[src/rtl/sccb_if.sv]
// SCCB master handshake and pad-side signals, bundled so the sequencer,
// the master and the pad wrapper all agree on one set of names.
interface sccb_if;
  logic       i_start;
  logic [7:0] i_addr;
  logic [7:0] i_data;
  logic       o_ready;
  logic       o_done;
  logic       o_sioc;
  logic       o_siod;
  logic       o_siod_oe;

  // Side that serialises the write onto SIOC/SIOD
  modport master (
    input  i_start, i_addr, i_data,
    output o_ready, o_done, o_sioc, o_siod, o_siod_oe
  );

  // Configuration sequencer side
  modport slave (
    output i_start, i_addr, i_data,
    input  o_ready, o_done, o_sioc, o_siod, o_siod_oe
  );
endinterface

[src/rtl/sccb_master.sv]
// SCCB (I2C-compatible) write-only master for the OV7670 configuration
// path. One accepted request produces a 3-phase write (ID, sub-address,
// data) framed by start/stop; every bus phase lasts one quarter of SIOC.
module sccb_master #(
  parameter int         CLK_F     = 100_000_000,
  parameter int         SCCB_F    = 100_000,
  parameter logic [7:0] DEVICE_ID = 8'h42
) (
  input  logic i_clk,
  input  logic i_rstn,
  sccb_if.master bus
);
  localparam int Q  = CLK_F / (4 * SCCB_F);
  localparam int CW = (Q > 1) ? $clog2(Q) : 1;

  typedef enum logic [1:0] {IDLE, START, BITS, STOP} state_t;

  state_t      state, nxt_state;
  logic [CW-1:0] cnt;
  logic [1:0]  qtr, nxt_qtr;     // quarter within the current phase/slot
  logic [3:0]  bitn, nxt_bitn;   // 0..7 data bits, 8 = don't-care slot
  logic [1:0]  byten, nxt_byten; // 0 = ID, 1 = sub-address, 2 = data
  logic [23:0] sreg, nxt_sreg;   // MSB is the bit currently on the wire
  logic        tick;
  logic        n_sioc, n_siod, n_oe;

  assign tick = (cnt == CW'(Q - 1));

  // Position of the bus sequence after the current quarter ends
  always_comb begin
    nxt_state = state;
    nxt_qtr   = qtr + 2'd1;
    nxt_bitn  = bitn;
    nxt_byten = byten;
    nxt_sreg  = sreg;
    case (state)
      START: if (qtr == 2'd1) begin
        nxt_state = BITS;
        nxt_qtr   = 2'd0;
        nxt_bitn  = 4'd0;
        nxt_byten = 2'd0;
      end
      BITS: if (qtr == 2'd3) begin
        nxt_qtr = 2'd0;
        if (bitn == 4'd8) begin
          nxt_bitn = 4'd0;
          if (byten == 2'd2) nxt_state = STOP;
          else               nxt_byten = byten + 2'd1;
        end else begin
          // Only real data bits consume the shift word
          nxt_bitn = bitn + 4'd1;
          nxt_sreg = {sreg[22:0], 1'b0};
        end
      end
      STOP: if (qtr == 2'd2) begin
        nxt_state = IDLE;
        nxt_qtr   = 2'd0;
      end
      default: nxt_qtr = qtr;
    endcase
  end

  // Pad levels for the quarter being entered
  always_comb begin
    n_sioc = 1'b1;
    n_siod = 1'b1;
    n_oe   = 1'b1;
    case (nxt_state)
      START: n_siod = (nxt_qtr == 2'd0);
      BITS: begin
        n_sioc = nxt_qtr[1];
        if (nxt_bitn == 4'd8) n_oe   = 1'b0;
        else                  n_siod = nxt_sreg[23];
      end
      STOP: begin
        n_sioc = (nxt_qtr != 2'd0);
        n_siod = (nxt_qtr == 2'd2);
      end
      default: ;
    endcase
  end

  // Sequencer FSM: accept in IDLE, then step one quarter per divider tick
  always_ff @(posedge i_clk or negedge i_rstn) begin
    if (!i_rstn) begin
      state         <= IDLE;
      cnt           <= '0;
      qtr           <= 2'd0;
      bitn          <= 4'd0;
      byten         <= 2'd0;
      sreg          <= 24'd0;
      bus.o_ready   <= 1'b1;
      bus.o_done    <= 1'b0;
      bus.o_sioc    <= 1'b1;
      bus.o_siod    <= 1'b1;
      bus.o_siod_oe <= 1'b1;
    end else begin
      bus.o_done <= 1'b0;
      if (state == IDLE) begin
        cnt <= '0;
        if (bus.i_start) begin
          sreg          <= {DEVICE_ID, bus.i_addr, bus.i_data};
          state         <= START;
          qtr           <= 2'd0;
          bus.o_ready   <= 1'b0;
          // START q0 shares idle levels
          bus.o_sioc    <= 1'b1;
          bus.o_siod    <= 1'b1;
          bus.o_siod_oe <= 1'b1;
        end
      end else if (tick) begin
        cnt           <= '0;
        state         <= nxt_state;
        qtr           <= nxt_qtr;
        bitn          <= nxt_bitn;
        byten         <= nxt_byten;
        sreg          <= nxt_sreg;
        bus.o_sioc    <= n_sioc;
        bus.o_siod    <= n_siod;
        bus.o_siod_oe <= n_oe;
        if (nxt_state == IDLE) begin
          bus.o_ready <= 1'b1;
          bus.o_done  <= 1'b1;
        end
      end else begin
        cnt <= cnt + 1'b1;
      end
    end
  end
endmodule

[src/flat_wrapper.sv]
// flat-port wrapper written by rule: the top's interface ports become plain ports
module sccb_master_flat 
#(
  parameter int         CLK_F     = 100_000_000,
  parameter int         SCCB_F    = 100_000,
  parameter logic [7:0] DEVICE_ID = 8'h42
)
  (i_clk, i_rstn, bus_i_start, bus_i_addr, bus_i_data, bus_o_ready, bus_o_done, bus_o_sioc, bus_o_siod, bus_o_siod_oe);
  sccb_if bus_i ();
  input  logic i_clk;
  input  logic i_rstn;
  input wire logic [$bits(bus_i.i_start)-1:0] bus_i_start;
  input wire logic [$bits(bus_i.i_addr)-1:0] bus_i_addr;
  input wire logic [$bits(bus_i.i_data)-1:0] bus_i_data;
  output wire logic [$bits(bus_i.o_ready)-1:0] bus_o_ready;
  output wire logic [$bits(bus_i.o_done)-1:0] bus_o_done;
  output wire logic [$bits(bus_i.o_sioc)-1:0] bus_o_sioc;
  output wire logic [$bits(bus_i.o_siod)-1:0] bus_o_siod;
  output wire logic [$bits(bus_i.o_siod_oe)-1:0] bus_o_siod_oe;
  assign bus_i.i_start = bus_i_start;
  assign bus_i.i_addr = bus_i_addr;
  assign bus_i.i_data = bus_i_data;
  assign bus_o_ready = bus_i.o_ready;
  assign bus_o_done = bus_i.o_done;
  assign bus_o_sioc = bus_i.o_sioc;
  assign bus_o_siod = bus_i.o_siod;
  assign bus_o_siod_oe = bus_i.o_siod_oe;
  sccb_master #(.CLK_F(CLK_F), .SCCB_F(SCCB_F), .DEVICE_ID(DEVICE_ID)) u_core (.i_clk(i_clk), .i_rstn(i_rstn), .bus(bus_i));
endmodule
[config.mk]
export PLATFORM = sky130hd
export DESIGN_NAME = sccb_master_flat
export DESIGN_NICKNAME = d
export VERILOG_FILES = /design/src/rtl/sccb_if.sv /design/src/rtl/sccb_master.sv /design/src/flat_wrapper.sv
export SDC_FILE = /design/constraint.sdc
export NUM_CORES = 1
export LEC_CHECK = 0
export CORE_ASPECT_RATIO = 1.5
export CORE_MARGIN = 3
export CORE_UTILIZATION = 44
export CTS_CLUSTER_SIZE = 24
export DETAILED_ROUTE_END_ITERATION = 8
export PLACE_DENSITY = 0.7
export SYNTH_ARGS = -nofsm -noshare
export SYNTH_HDL_FRONTEND = slang
export SYNTH_SLANG_ARGS = --single-unit
[constraint.sdc]
create_clock -name i_clk -period 3.7 [get_ports i_clk]
set_input_delay 0.925 -clock i_clk [delete_from_list [all_inputs] [get_ports i_clk]]
set_output_delay 0.925 -clock i_clk [all_outputs]
set_load 0.02 [all_outputs]
==> results.txt <==
Status = completed
CTS root buf = clkbuf_8
Hold Crit Class = register to register
Xor and xnor area share after synthesis = 0.0137
Remaining DRCs = 0
Worst-path clk slew = 0.09 ns
Sequential fraction of the synthesis area = 0.463
Nets = 341
Average size of a mapped cell = 8.87 um^2
Vias in the first global route = 1,884
Synthesized flop and latch total = 47
Mux share of post-synthesis cell area = 0.00882
Final total power = 0.932 mW
CP Max Fanout = 30
Total Routing Usage GR = 0.164
CORE AREA = 5530 um^2
Row count = 33
CP startpoint kind = register
WHS = 0.481 ns
Period Utilization, post-route = 0.661
Cells after Synth = 288
I/O pin count = 24
Area contributors post-synth = dfrtp_1 (42%), ha_1 (7.3%), nand2_1 (7.2%)
CTS tree = yes
Switching share of power = 0.212
Worst R2R Path Depth = 9
Worst Path Arrival = 2.63 ns
Die ar. = 6770 um^2
Leakage = 1.22 nW
Max Cap Viol = 0
Fin cells = 378
Total number of vias = 1,991
Initial antenna violation count = 0
Initial Utilization = 0.462
Routed Antenna Nets = 0
Share of the synthesized area in the top cell type = 0.421
Start point of the worst hold path = u_core.sreg[10]
Setup Crit Path Kind = register to register
Most frequent cells in the layout = nand2_1 (49), dfrtp_1 (43), o21ai_0 (26), a21oi_1 (23), clkdlybuf4s50_1 (22)
CP Capture Type = register
Combinational share of power = 0.030
Commonest non-fill, non-tap cell in the layout = nand2_1
Fraction of registers with async set/reset = 1.00
Clk network pwr share = 0.419
Period minus WS final = 2.45 ns
IO buf count = 23
Largest area contributor in the netlist = dfrtp_1
Clock latency on the worst-skew pair = 0.30 ns
Fin Setup TNS = 0 ns
Pwr Density = 316 nW/um^2
Die Span Y = 99.3 um
Total wire length = 4.90 mm
Final setup viols = 0
Largest net degree at the start of global routing = 48
Vias per inst = 5.27
Switching pwr = 0.197 mW
Synth Net Count = 322
Inst Count DP = 370
P_int = 0.734 mW
Main combinational cell family by area after synthesis = simple AND/OR/NAND/NOR gates
Critical path required time = 3.89 ns
Layout cells sized above 1 = 0.0779
# hold bufs at CTS = 0
Synth Area in Adders = 0.0735
Htree depth = 2
Synth-to-layout area growth = 15.4%
First-pass DRT Iterations = 4
Compound-Gate Fraction of Synth Area = 0.169
Cell area after synthesis = 2550 um^2
Reg2reg start = u_core.state[0]
Antenna diode instance count = 0
DP Wirelength = 3.47 mm
Seq pwr share = 0.551
Hold Path Stages = 2
RR Endpoint = u_core.sreg[7]
# clock sinks = 47
Post-route cell area = 2950 um^2
Min-Delay Endpoint = u_core.sreg[10]
Ys Warns = 0
CP startpoint = u_core.state[0]
Worst slew margin = 0.314
RSZ-0062 raised after global routing = no
DP Area = 2830 um^2
CTS resizes = 0
GP Congestion = 0.872
Synth Area in Simple Gates = 0.228
Top_reg_cell synth = dfrtp_1
1st-iter DRT viols = 174
Peak VDD IR = 0.000207 V
GR Overflow Total = 0
Die Width = 68.2 um
DR WL/cell = 13.0 um
Actual slew at the worst max-slew pin = 1.03 ns
Max-slew violation total from the final report = 0
Max clock buf depth = 2
Final-report hold violation count = 0
Post-CTS setup buffers = 0
Fmax = 0.409 GHz
CTS Buf Count = 5
R2r setup slk = 1.25 ns
Synth cell types = 43
First-pass GRT wire length = 8.60 mm
Worst Skew = 0.0103 ns
EDFF count, synth = 0
## synthesized netlist by cell type, drive strengths merged, types with 2 or more instances
cell     n
a31oi    6
xor2     3
clkbuf  11
nand4    2
nand2   50
o21ai   39
nand3    8
nor3b   16
and3     2
mux2     2
dfrtp   43
nor4     2
a21oi   23
inv     13
nor2    19
buf      4
ha      15
o31ai    3
o32ai    2
nor2b    4
or3      3
dfstp    4
## worst max-delay path by stage
stage,end,slack [ns],cells past startpoint
after floorplan,u_core.bus.o_siod,1.68,8
after global placement,u_core.bus.o_siod,1.17,6
after detailed placement,u_core.bus.o_siod,1.12,6
final,u_core.sreg[7],1.25,9
after CTS,u_core.sreg[10],1.21,9
after global routing,u_core.sreg[10],0.94,9
## power groups by stage
stage / clock network (mW) / logic, mW / registers [mW]
global placement: 0 / 0.0293 / 0.523
detailed placement: 0 / 0.0292 / 0.523
CTS: 0.406 / 0.0295 / 0.513
floorplan: 0 / 0.0000181 / 0.524
finish: 0.390 / 0.0281 / 0.513
global route: 0.428 / 0.0315 / 0.514
## stage by stage
step / util / setup slack (ns)
2_1_floorplan: - / 1.68
3_3_place_gp: 0.512 / 1.17
3_5_place_dp: 0.512 / 1.12
4_1_cts: 0.533 / 1.21
5_1_grt: 0.533 / 0.941
6_report: 0.533 / 1.25
## critical path: stages, from the launching register on
cell,delay (ns)
dfrtp_1,0.41
inv_1,0.13
ha_1,0.33
nand3_1,0.57
nor2_2,0.23
buf_4,0.21
nor2_1,0.07
buf_4,0.22
nand2_1,0.09
o21ai_0,0.07
## state kept, by name, summed over array words and instances, names as in the netlist
| signal | flops |
|---|---|
| u_core.sreg | 24 |
| u_core.cnt | 8 |
| u_core.bitn | 4 |
| u_core.byten | 2 |
| u_core.qtr | 2 |
| u_core.state | 2 |
| u_core.bus.o_done | 1 |
| u_core.bus.o_ready | 1 |
| u_core.bus.o_sioc | 1 |
| u_core.bus.o_siod | 1 |
| u_core.bus.o_siod_oe | 1 |
## cells by family (layout without fill, tap and decap cells)
family,count (synthesis),after routing
AO/OA/AOI/OAI,78,78
XOR/XNOR,4,4
adder cells (fa/ha/maj),15,15
buffers and inverters,28,48
flip-flops,47,47
multiplexers,2,2
AND/OR/NAND/NOR,114,114
## routing by layer
metal,up-vias,global-route usage,part of all wire
li1,1033,-,-
met1,919,0.207,0.46
met2,32,0.268,0.49
met3,7,0.0373,0.033
met4,0,0.0628,0.017
met5,-,0,0
## area by class of cell
class | instances | area (um^2)
clock inverter | 3 | 47.5
timing repair buffer | 27 | 255
fill | 533 | 2590
multi-input combinational | 213 | 1260
clock buffer | 5 | 68.8
tap | 70 | 87.6
sequential | 47 | 1180
inverter | 13 | 48.8
No activity file was read; power rests on OpenSTA's default activity.
